--- src/rtl/rsa_pkg.sv ---
// Shared types and constants for the RSA modular-exponentiation datapath.
package rsa_pkg;

  localparam int unsigned RSA_WIDTH = 32;

  typedef enum logic [2:0] {
    IDLE,
    REDUCE,
    SCAN,
    MUL,
    SQR,
    DONE
  } modexp_state_t;

  function automatic logic is_mult_state(input modexp_state_t s);
    return (s == REDUCE) || (s == MUL) || (s == SQR);
  endfunction

endpackage

--- src/rtl/mod_mult.sv ---
// Interleaved MSB-first modular multiplier: p = a*b mod n, one bit of a per cycle.
// Requires b < n; a may be arbitrary. done pulses WIDTH cycles after the start cycle.
module mod_mult
  import rsa_pkg::*;
#(
  parameter int unsigned WIDTH = RSA_WIDTH
) (
  input  logic             clk,
  input  logic             rst,
  input  logic             start,
  input  logic [WIDTH-1:0] a,
  input  logic [WIDTH-1:0] b,
  input  logic [WIDTH-1:0] n,
  output logic [WIDTH-1:0] p,
  output logic             done
);

  localparam int unsigned CW = $clog2(WIDTH + 1);

  logic [WIDTH-1:0] r_a, r_b, r_n, r_acc;
  logic [CW-1:0]    r_cnt;
  logic             r_busy, r_done;

  logic [WIDTH-1:0] w_src_acc, w_src_b, w_src_n, w_step;
  logic             w_src_bit;
  logic [WIDTH+1:0] w_sum, w_sub1, w_n_ext;

  // The start edge already performs the first step on the live inputs.
  always_comb begin
    w_src_acc = start ? '0 : r_acc;
    w_src_bit = start ? a[WIDTH-1] : r_a[WIDTH-1];
    w_src_b   = start ? b : r_b;
    w_src_n   = start ? n : r_n;
    w_n_ext   = {2'b00, w_src_n};
    w_sum     = {1'b0, w_src_acc, 1'b0} + (w_src_bit ? {2'b00, w_src_b} : '0);
    w_sub1    = (w_sum >= w_n_ext) ? w_sum - w_n_ext : w_sum;
    w_step    = WIDTH'((w_sub1 >= w_n_ext) ? w_sub1 - w_n_ext : w_sub1);
  end

  always_ff @(posedge clk or posedge rst) begin
    if (rst) begin
      r_a    <= '0;
      r_b    <= '0;
      r_n    <= '0;
      r_acc  <= '0;
      r_cnt  <= '0;
      r_busy <= 1'b0;
      r_done <= 1'b0;
    end else begin
      r_done <= 1'b0;
      if (start) begin
        r_acc  <= w_step;
        r_a    <= {a[WIDTH-2:0], 1'b0};
        r_b    <= b;
        r_n    <= n;
        r_cnt  <= CW'(WIDTH - 1);
        r_busy <= 1'b1;
      end else if (r_busy) begin
        r_acc <= w_step;
        r_a   <= {r_a[WIDTH-2:0], 1'b0};
        r_cnt <= r_cnt - CW'(1);
        if (r_cnt == CW'(1)) begin
          r_busy <= 1'b0;
          r_done <= 1'b1;
        end
      end
    end
  end

  assign p    = r_acc;
  assign done = r_done;

endmodule

--- src/rtl/modexp_ctrl.sv ---
// Right-to-left square-and-multiply controller computing base^exp mod modulus
// on a single shared iterative modular multiplier.
module modexp_ctrl
  import rsa_pkg::*;
#(
  parameter int unsigned WIDTH     = RSA_WIDTH,
  parameter int unsigned EXP_WIDTH = 32
) (
  input  logic                 clk,
  input  logic                 rst,
  input  logic                 start,
  output logic                 ready,
  input  logic [WIDTH-1:0]     base,
  input  logic [EXP_WIDTH-1:0] exp,
  input  logic [WIDTH-1:0]     modulus,
  output logic [WIDTH-1:0]     result,
  output logic                 done,
  output logic                 err
);

  modexp_state_t r_state, w_state_d;

  logic [WIDTH-1:0]     r_b, r_n, r_acc, r_result;
  logic [EXP_WIDTH-1:0] r_e;
  logic                 r_err, r_mm_start;

  logic [WIDTH-1:0] w_mm_a, w_mm_b, w_mm_p;
  logic             w_mm_done;

  mod_mult #(
    .WIDTH(WIDTH)
  ) u_mult (
    .clk  (clk),
    .rst  (rst),
    .start(r_mm_start),
    .a    (w_mm_a),
    .b    (w_mm_b),
    .n    (r_n),
    .p    (w_mm_p),
    .done (w_mm_done)
  );

  always_comb begin
    w_state_d = r_state;
    case (r_state)
      IDLE: begin
        if (start) begin
          w_state_d = (modulus <= WIDTH'(1)) ? DONE : REDUCE;
        end
      end
      REDUCE, MUL, SQR: begin
        if (w_mm_done) w_state_d = SCAN;
      end
      SCAN: begin
        if (r_e == '0)    w_state_d = DONE;
        else if (r_e[0])  w_state_d = MUL;
        else              w_state_d = SQR;
      end
      DONE:    w_state_d = IDLE;
      default: w_state_d = IDLE;
    endcase
  end

  // REDUCE multiplies the raw base by 1 so every later operand is already < n.
  always_comb begin
    w_mm_a = r_b;
    w_mm_b = r_b;
    case (r_state)
      REDUCE:  w_mm_b = WIDTH'(1);
      MUL:     w_mm_a = r_acc;
      default: ;
    endcase
  end

  always_ff @(posedge clk or posedge rst) begin
    if (rst) begin
      r_state    <= IDLE;
      r_b        <= '0;
      r_n        <= '0;
      r_e        <= '0;
      r_acc      <= '0;
      r_result   <= '0;
      r_err      <= 1'b0;
      r_mm_start <= 1'b0;
    end else begin
      r_state    <= w_state_d;
      r_mm_start <= is_mult_state(w_state_d) && !is_mult_state(r_state);
      case (r_state)
        IDLE: begin
          if (start) begin
            r_b   <= base;
            r_e   <= exp;
            r_n   <= modulus;
            r_acc <= WIDTH'(1);
            r_err <= (modulus == '0);
            if (modulus <= WIDTH'(1)) r_result <= '0;
          end
        end
        REDUCE: begin
          if (w_mm_done) r_b <= w_mm_p;
        end
        MUL: begin
          if (w_mm_done) begin
            r_acc  <= w_mm_p;
            r_e[0] <= 1'b0;
          end
        end
        SQR: begin
          if (w_mm_done) begin
            r_b <= w_mm_p;
            r_e <= r_e >> 1;
          end
        end
        SCAN: begin
          if (r_e == '0) r_result <= r_acc;
        end
        default: ;
      endcase
    end
  end

  assign ready  = (r_state == IDLE);
  assign done   = (r_state == DONE);
  assign err    = r_err;
  assign result = r_result;

endmodule

--- config.mk ---
export PLATFORM = sky130hd
export DESIGN_NAME = modexp_ctrl
export DESIGN_NICKNAME = d
export VERILOG_FILES = /design/src/rtl/rsa_pkg.sv /design/src/rtl/mod_mult.sv /design/src/rtl/modexp_ctrl.sv
export SDC_FILE = /design/constraint.sdc
export NUM_CORES = 1
export LEC_CHECK = 0
export ABC_CLOCK_PERIOD_IN_PS = 27500
export BUFFER_PORTS_ARGS = -buffer_cell sky130_fd_sc_hd__buf_2
export CORE_ASPECT_RATIO = 1.75
export CORE_MARGIN = 10
export CORE_UTILIZATION = 48
export DETAILED_ROUTE_END_ITERATION = 8
export PLACE_DENSITY = 0.66
export SYNTH_ARGS = -nofsm -noshare
export SYNTH_HDL_FRONTEND = slang
export SYNTH_SLANG_ARGS = --single-unit
--- constraint.sdc ---
create_clock -name clk -period 27.5 [get_ports clk]
set_clock_uncertainty 0.15 [all_clocks]
set_input_delay 8.25 -clock clk [delete_from_list [all_inputs] [get_ports clk]]
set_output_delay 8.25 -clock clk [all_outputs]
set_load 0.02 [all_outputs]
==> results of run 1 <==
-- placed cells by master, fill, tap and decap left out, types with 5 or more instances in the layout --
cell	netlist	layout
a211o_1	10	10
a211oi_1	49	48
a21boi_0	8	8
a21o_1	44	43
a21oi_1	108	106
a22o_1	30	30
a31oi_1	51	51
and2_1	9	7
and3_1	18	18
and4_1	7	7
buf_2	5	133
buf_4	2	24
clkbuf_1	91	7
clkbuf_16	0	30
clkbuf_8	0	5
dfrtp_1	300	298
ha_1	97	97
inv_1	95	94
mux2_2	54	54
mux2i_1	93	93
nand2_1	315	315
nand2b_1	25	25
nand3_1	45	45
nand4_1	17	17
nor2_1	95	93
nor2b_1	96	96
nor3_1	28	28
nor4_1	21	20
o2111ai_1	5	5
o211ai_1	17	17
o21a_1	19	19
o21ai_0	193	192
o21bai_1	13	13
o311ai_0	5	5
o31ai_1	20	20
or2_2	6	6
or3_1	8	8
xnor2_1	52	52
xor2_1	31	31
-- tightest hold or removal path: stages, from the launching register on --
cell,delay [ps]
dfrtp_1,340
nand2_1,50
o21ai_0,60
-- logic make-up (layout without fill, tap and decap cells) --
group                    after synthesis  after routing
XOR/XNOR                              83             83
adder cells (fa/ha/maj)              100            100
AO/OA/AOI/OAI                        617            617
AND/OR/NAND/NOR                      702            702
multiplexers                         147            147
flip-flops                           300            300
buffers and inverters                209            309
-- metrics by stage --
stage	instance area (um2)	utilization	instances	hold WS, ps
5_1_grt	21300	0.542	2748	360
3_5_place_dp	20200	0.515	2692	325
6_report	21300	0.542	2748	332
2_1_floorplan	19100	-	2158	300
4_1_cts	21300	0.541	2747	340
3_3_place_gp	20200	0.515	2692	316
-- sequential cells by signal (all words and copies together), names as in the netlist --
signal	cells
r_acc	32
r_b	32
r_e	32
r_n	32
result	32
u_mult.p	32
u_mult.r_b	32
u_mult.r_n	32
u_mult.r_a	31
u_mult.r_cnt	6
r_state	3
err	1
r_mm_start	1
u_mult.done	1
u_mult.r_busy	1
-- path summary, 6_finish.rpt --
check,from,endpoint,cells after the start
hold / removal,result[23],result[23],2
min in group asynchronous,rst,u_mult.p[3],2
setup reg to reg,r_state[0],u_mult.p[13],38
setup / recovery,r_state[0],u_mult.p[13],38
max in group asynchronous,rst,u_mult.r_a[26],5
hold reg to reg,result[23],result[23],2
-- area by class of cell --
class	count	area, um2
inverter	96	368
clock buffer	42	846
multi-input combinational	1649	10900
sequential	300	7510
clock inverter	13	199
timing repair buffer	158	866
fill	3637	18000
tap	490	613
-- metal layers --
layer / vias up / track usage
li1: 7867 / -
met1: 7779 / 0.265
met2: 365 / 0.432
met3: 95 / 0.0225
met4: 2 / 0.0746
met5: - / 0
==> impl_metrics.tcl, run 1 <==
set metrics [dict create \
    ctsHoldBuffers 0 \
    clk_pin_slew_ps 60 \
    finalWorstSetupSlack_ps 15740 \
    r2r_slack_ps 15740 \
    initial_core_util 0.487 \
    netlist_top_cells_count "nand2_1 (315), dfrtp_1 (300), o21ai_0 (193)" \
    wl_met1_um 22900 \
    place_ws_ps 15820 \
    critPathRequiredTime_ps 27820 \
    grt_setup_unrepaired "false" \
    clk_latency_ps 590 \
    start_kind "register" \
    status "finished clean" \
    yosys.area_share.adder 0.0666 \
    period_needed_ps 11760 \
    grt_overflow 0 \
    final.period_utilization 0.428 \
    crit_buf_inv 3 \
    async_flop_share 1.00 \
    synth_top_family_by_area "compound AO/OA/AOI/OAI gates" \
    core-area_um2 39300 \
    die-area_um2 48600 \
    drive_above_1_share 0.130 \
    end_kind "register" \
    synth_most_common_cell "nand2_1" \
    synth_edf_count 0 \
    hpwl_um 44100 \
    wl_met3_um 2010 \
    antenna_found_initial 1 \
    firstDrtPassIters 5 \
    highest_layer "met5" \
    syn_area_um2 19100 \
    ys_types 72 \
    slew-limit-headroom 0.210 \
    drt-initial-drc-count 858 \
    clock_path_buffers 3 \
    synth_top_flop_cell "dfrtp_1" \
    grt_start_max_net_pins 120 \
    routed_wl_um 56800 \
    route.detailed.drc 0 \
    setup_viol 0 \
    final.setup.tns_ps 0 \
    postRouteAntennaNets 0 \
    synth.area.mux_share 0.0804 \
    cts_setup_buffers 0 \
    synth_cells 2158 \
    cts_made_buffers 30 \
    vias 16100 \
    wl_met2_um 30100 \
    synth_xor_xnor_area_share 0.0380 \
    clkSinkCount 300 \
    synthesis.area_per_instance_um2 8.87 \
    place_congestion 0.965 \
    synth_top_area_frac 0.392 \
    holdCritPathClass "reg2reg" \
    path_class "reg2reg" \
    io_buffer_count 133 \
    diodes 0 \
    core.rowCount 96 \
    die_y_um 284 \
    synthSimpleGateAreaFrac 0.173 \
    ys_seq_area_frac 0.392 \
    arrival_ps 12080 \
    critPathMaxStageDelay_ps 670 \
    cts_tree "built" \
    area_growth_pct 11.2 \
    yosysWarnings 0 \
    via_per_inst 5.86 \
    track_usage 0.231 \
    syn-num-nets 2357 \
    die_x_um 171 \
    htreeDepth 1 \
    cp_top_family "simple AND/OR/NAND/NOR gates" \
    ctsResizeCount 0 \
    yosys-top-cells-area "dfrtp_1 (39%), ha_1 (6.3%), nand2_1 (6.2%)" \
    synth_compound_area_frac 0.206 \
    io_pins 134 \
    final_nets 2434 \
    wl_per_cell_um 20.7 \
    maxCapViolations 0 \
    root_buffer "clkbuf_16" \
    slew_viol_final 0 \
    cp_slowest_cell "o31ai_1" \
    worst_pin_slew_ps 1190 \
    grt_pass1_vias 16500 \
    ys_seq_elements 300 \
    grt_pass1_wl_um 90400 \
    max_freq_mhz 85.0 \
    report.final.hold_viol_count 0 \
    worstPathMaxFanout 36 \
    synth_largest_area_cell "dfrtp_1" \
]
Power of run 1 is not shown: default switching activity piles up to over one toggle a cycle in this logic, so the estimate is an artifact.
==> run 2, diff against run 1 <==
- ABC_AREA: unset -> 1
- ABC_CLOCK_PERIOD_IN_PS: 27500 -> 10200
- PLACE_DENSITY: 0.66 -> 0.68
- clock period: 27.5 -> 10.2 ns (I/O delays scaled with it)
==> run 2 against run 1 <==
Effect of this change:
- non-clock buffer count increased by 24
- final area increased by 4.4%
- hold slack got worse by 6.4 ps
- first-iteration DRC count increased by 69%
- register-to-register slack got worse by 15000 ps
- sequential cell count unchanged
- utilization increased by 0.22 points
- largest cell class unchanged
- critical path depth unchanged
- via count increased by 18%
==> impl_metrics.tcl, run 2 <==
set metrics [dict create \
    ys_types 50 \
    cts_made_buffers 30 \
    die_y_um 289 \
    async_flop_share 1.00 \
    drive_above_1_share 0.103 \
    setup_viol 0 \
    grt_setup_unrepaired "false" \
    n_fill_cell 4134 \
    worst_pin_slew_ps 1280 \
    arrival_ps 9270 \
    root_buffer "clkbuf_16" \
    routed_wl_um 70400 \
    start_kind "register" \
    ys_seq_elements 300 \
    track_usage 0.275 \
    synthSimpleGateAreaFrac 0.244 \
    initial_core_util 0.486 \
    postRouteAntennaNets 0 \
    place_area_um2 21200 \
    cts_tree "built" \
    seq_area_um2 7510 \
    ys_seq_area_frac 0.378 \
    r2r_slack_ps 1230 \
    firstDrtPassIters 5 \
    cp_slowest_cell "dfrtp_4" \
    vias 19000 \
    critPathRequiredTime_ps 10500 \
    slew_viol_final 0 \
    wl_per_cell_um 20.4 \
    antenna_found_initial 0 \
    path_class "reg2reg" \
    route.detailed.drc 0 \
    report.final.hold_viol_count 0 \
    syn-num-nets 2981 \
    cts_setup_buffers 0 \
    slew-limit-headroom 0.144 \
    grt_pass1_vias 19300 \
    crit_top_cell "nand2_1" \
    synth_cells 2782 \
    core-area_um2 40800 \
    synth_top_family_by_area "simple AND/OR/NAND/NOR gates" \
    yosysWarnings 0 \
    clk_latency_ps 590 \
    layout_commonest_cell "nand2_1" \
    core.rowCount 98 \
    final.period_utilization 0.880 \
    clkSinkCount 300 \
    timing.rr.start "r_mm_start" \
    min-delay-start "u_mult.r_b[29]" \
    endpoint "u_mult.p[29]" \
    cp-startpoint "r_mm_start" \
    syn_area_um2 19800 \
    ctsHoldBuffers 0 \
    synth_top_area_frac 0.378 \
    hpwl_um 56900 \
    io_buffer_count 133 \
    synth_xor_xnor_area_share 0.0357 \
    synth_largest_area_cell "dfrtp_1" \
    maxCapViolations 0 \
    netlist_top_cells_count "nand2_1 (670), inv_1 (347), dfrtp_1 (300)" \
    via_per_inst 5.51 \
    drt-initial-drc-count 1451 \
    critPathMaxStageDelay_ps 880 \
    grt_start_max_net_pins 165 \
    final_nets 3081 \
    area_growth_pct 11.9 \
    worstPathMaxFanout 70 \
    status "finished clean" \
    stdcell_area_um2 22200 \
    synth_edf_count 0 \
    synth.area.mux_share 0 \
    place_congestion 0.982 \
    r2r-end "u_mult.p[29]" \
    clock_path_buffers 3 \
    multiInputGateArea_um2 10500 \
    layout_common_cells "nand2_1 (669), inv_1 (345), dfrtp_1 (299)" \
    htreeDepth 1 \
    end_kind "register" \
    die_x_um 174 \
    yosys-top-cells-area "dfrtp_1 (38%), nand2_1 (13%), o21ai_0 (6.9%)" \
    holdCritPathClass "reg2reg" \
    grt_overflow 0 \
    period_needed_ps 8970 \
    yosys.area_share.adder 0.0642 \
    synth_top_flop_cell "dfrtp_1" \
    clk_pin_slew_ps 70 \
    die-area_um2 50200 \
    synth_compound_area_frac 0.185 \
    max_freq_mhz 111 \
    rr_worst_depth 38 \
    ctsResizeCount 0 \
    final.setup.tns_ps 0 \
    synthesis.area_per_instance_um2 7.13 \
    synth_most_common_cell "nand2_1" \
    grt_pass1_wl_um 109000 \
    hold_slack_ps 325 \
    io_pins 134 \
]
==> run 2: cell count changes after synthesis, sizes merged, moves of 100 or more <==
cell	previous run	this run
inv	95	361
nand2	317	678
a21oi	108	208
o21ai	194	347
nand3	45	185
nor2	95	208
==> run 2: metal layers <==
metal	global-route usage	up-vias	routed length (um)
met5	0	-	0
met4	0.162	0	4550
met2	0.520	497	37100
met3	0.0235	161	2350
met1	0.293	9040	26400
li1	-	9342	-
==> run 2: layout make-up <==
| type | instances | share of cell area |
|---|---|---|
| multi-input combinational | 2007 | 0.474 |
| inverter | 361 | 0.0612 |
| clock buffer | 35 | 0.0360 |
| clock inverter | 20 | 0.0114 |
| timing repair buffer | 182 | 0.0482 |
| sequential | 300 | 0.338 |
| antenna | 1 | 0.000113 |
| tap | 550 | 0.0310 |
==> run 2: worst min path at each step <==
| stage | to | slack (ps) | depth (start not counted) |
|---|---|---|---|
| finish | u_mult.r_b[29] | 330 | 2 |
| global route | u_mult.r_b[10] | 340 | 2 |
| CTS | r_n[10] | 330 | 2 |
| detailed placement | r_n[10] | 310 | 2 |
| global placement | u_mult.r_b[17] | 310 | 2 |
| floorplan | u_mult.r_cnt[5] | 280 | 1 |
==> run 2: cells by family (layout without fill, tap and decap cells) <==
logic type	Yosys count	in the layout
AOI/OAI and AO/OA	672	672
xor gates and xnor gates	81	81
adders and majority gates	100	100
buffers and inverters	475	598
DFF	300	300
other	0	1
and+or+nand+nor	1154	1154
==> run 2: through the flow <==
stage	util	worst slack, ps	instances
CTS	0.544	1250	3455
global route	0.544	517	3455
global placement	0.518	1390	3400
floorplan	-	3000	2782
detailed placement	0.518	1330	3400
finish	0.544	1230	3456
==> run 2: worst max-delay path, delay by kind of cell (launching register included) <==
family | cells | cell delay, ps
XOR/XNOR | 1 | 220
AND/OR/NAND/NOR | 18 | 2780
adder cells (fa/ha/maj) | 3 | 1050
AO/OA/AOI/OAI | 12 | 2890
buffers and inverters | 4 | 810
flip-flops | 1 | 880
Power of run 2 is left out for the same reason.
==> run 3, diff against run 2 <==
- CTS_BUF_LIST: unset -> sky130_fd_sc_hd__clkbuf_4
- SYNTH_HIERARCHICAL: unset -> 1
==> run 3 against run 2 <==
Effect of this change:
- critical path depth is 2 higher
- hold slack worse by 12 ps
- worst setup slack worse by 780 ps
- register-to-register slack worse by 780 ps
- routed wire length hardly changed
- critical endpoint is now u_mult/p[31]
- utilization is 0.23 points lower
- cell count is 6.4% higher
- via count is 4.3% higher
- final area is 3.4% higher
- fmax is 8.0% lower
- area after synthesis is 3.4% higher
- largest cell class unchanged
==> impl_metrics.tcl, run 3 <==
set metrics [dict create \
    routed_wl_um 70400 \
    area_growth_pct 12.0 \
    synth_edf_count 0 \
    end_kind "register" \
    core-area_um2 42400 \
    cp_slowest_cell "nand2_2" \
    cts_tree "built" \
    critPathRequiredTime_ps 10690 \
    layout_commonest_cell "nand2_1" \
    worst_pin_slew_ps 1150 \
    initial_core_util 0.484 \
    period_needed_ps 9750 \
    synth_cells 2895 \
    critPathMaxStageDelay_ps 540 \
    wl_per_cell_um 19.2 \
    path_class "reg2reg" \
    via_per_inst 5.40 \
    clkSinkCount 300 \
    wl_met2_um 38000 \
    ctsHoldBuffers 0 \
    slew-limit-headroom 0.229 \
    final.setup.tns_ps 0 \
    core.rowCount 100 \
    htreeDepth 3 \
    ys_types 55 \
    die_y_um 293 \
    stdcell_area_um2 23000 \
    setup_viol 0 \
    io_buffer_count 133 \
    wl_met3_um 3030 \
    clk_pin_slew_ps 70 \
    start_kind "register" \
    synth_most_common_cell "nand2_1" \
    multiInputGateArea_um2 10900 \
    synth_largest_area_cell "dfrtp_1" \
    vias 19900 \
    clock_path_buffers 3 \
    ys_seq_area_frac 0.366 \
    synthesis.area_per_instance_um2 7.09 \
    io_pins 134 \
    arrival_ps 10240 \
    report.final.hold_viol_count 0 \
    grt_overflow 0 \
    seq_area_um2 7510 \
    root_buffer "clkbuf_4" \
    grt_pass1_vias 20800 \
    n_fill_cell 4158 \
    postRouteAntennaNets 0 \
    netlist_top_cells_count "nand2_1 (714), inv_1 (410), dfrtp_1 (300)" \
    worstPathMaxFanout 42 \
    final_nets 3262 \
    drt-initial-drc-count 1186 \
    cts_made_buffers 75 \
    antenna_found_initial 2 \
    status "finished clean" \
    syn-num-nets 3094 \
    ys_seq_elements 300 \
    holdCritPathClass "reg2reg" \
    highest_layer "met4" \
    cts_setup_buffers 0 \
    final.period_utilization 0.956 \
    route.detailed.drc 0 \
    synth_top_flop_cell "dfrtp_1" \
    clk_latency_ps 790 \
    die_x_um 176 \
    hpwl_um 55500 \
    r2r_slack_ps 450 \
    place_area_um2 21900 \
    wl_met1_um 24400 \
    yosysWarnings 6 \
    yosys-top-cells-area "dfrtp_1 (37%), nand2_1 (13%), inv_1 (7.5%)" \
    track_usage 0.273 \
    grt_setup_unrepaired "false" \
    grt_start_max_net_pins 134 \
    maxCapViolations 0 \
    layout_common_cells "nand2_1 (713), inv_1 (408), dfrtp_1 (299)" \
    async_flop_share 1.00 \
    die-area_um2 51700 \
    ctsResizeCount 0 \
    grt_pass1_wl_um 111000 \
    place_congestion 1.08 \
    firstDrtPassIters 8 \
    slew_viol_final 0 \
    drive_above_1_share 0.145 \
    syn_area_um2 20500 \
    max_freq_mhz 103 \
    synth_top_area_frac 0.366 \
]
## run 3: cell types whose count changed after synthesis, sizes merged, moves of 20 or more
cell | previous run | this run
buf | 33 | 63
or2 | 17 | 66
nand2 | 678 | 730
clkbuf | 81 | 55
nor2 | 208 | 282
a21oi | 208 | 114
o21ai | 347 | 272
o21a | 2 | 22
a31oi | 18 | 40
o221ai | 0 | 24
inv | 361 | 422
## run 3: kinds of logic (layout without fill, tap and decap cells)
group	Yosys count	after routing	share of synthesized area
flops	300	300	0.366
simple gates	1308	1308	0.271
compound gates	568	568	0.162
fa+ha+maj	100	100	0.0621
xor+xnor	78	78	0.0333
buf+inv	541	759	0.106
other cells	0	2	0
## run 3: layout make-up
type                            instances  share of cell area
Antenna cell                            2            0.000218
Clock buffer                          104              0.0340
Clock inverter                         23              0.0105
Inverter                              423              0.0698
Multi-Input combinational cell       2054               0.473
Sequential cell                       300               0.327
Tap cell                              561              0.0305
Timing Repair Buffer                  209              0.0554
## run 3: metrics by stage
| stage | util | hold WS, ps | std cells | setup slack [ps] |
|---|---|---|---|---|
| floorplan | - | 288 | 2895 | 2530 |
| global placement | 0.517 | 299 | 3547 | 437 |
| detailed placement | 0.517 | 305 | 3547 | 477 |
| CTS | 0.541 | 321 | 3674 | 380 |
| global route | 0.542 | 337 | 3676 | 94.3 |
| finish | 0.542 | 313 | 3676 | 445 |
## run 3: layer usage
layer,vias up,GRT usage
met4,0,0.183
li1,9695,-
met3,197,0.0423
met5,-,0
met2,556,0.515
met1,9417,0.264
## run 3: worst max-delay path, delay by kind of cell (launching register included)
family | cells | cell delay, ps
and+or+nand+nor | 18 | 3870
xor gates and xnor gates | 2 | 620
adders and majority gates | 3 | 1170
AOI/OAI and AO/OA | 9 | 2370
DFF | 1 | 420
buffers and inverters | 8 | 940
## run 3: path summary, 6_finish.rpt
check                           cells after the start             end        from
worst max-delay path                               40    u_mult/p[31]  r_state[2]
worst min-delay path                                2      result[18]  result[18]
worst max register to register                     40    u_mult/p[31]  r_state[2]
worst min register to register                      2      result[18]  result[18]
max in group asynchronous                           3  u_mult/r_b[26]         rst
min in group asynchronous                           2   u_mult/r_n[2]         rst
Power of run 3 is left out for the same reason.
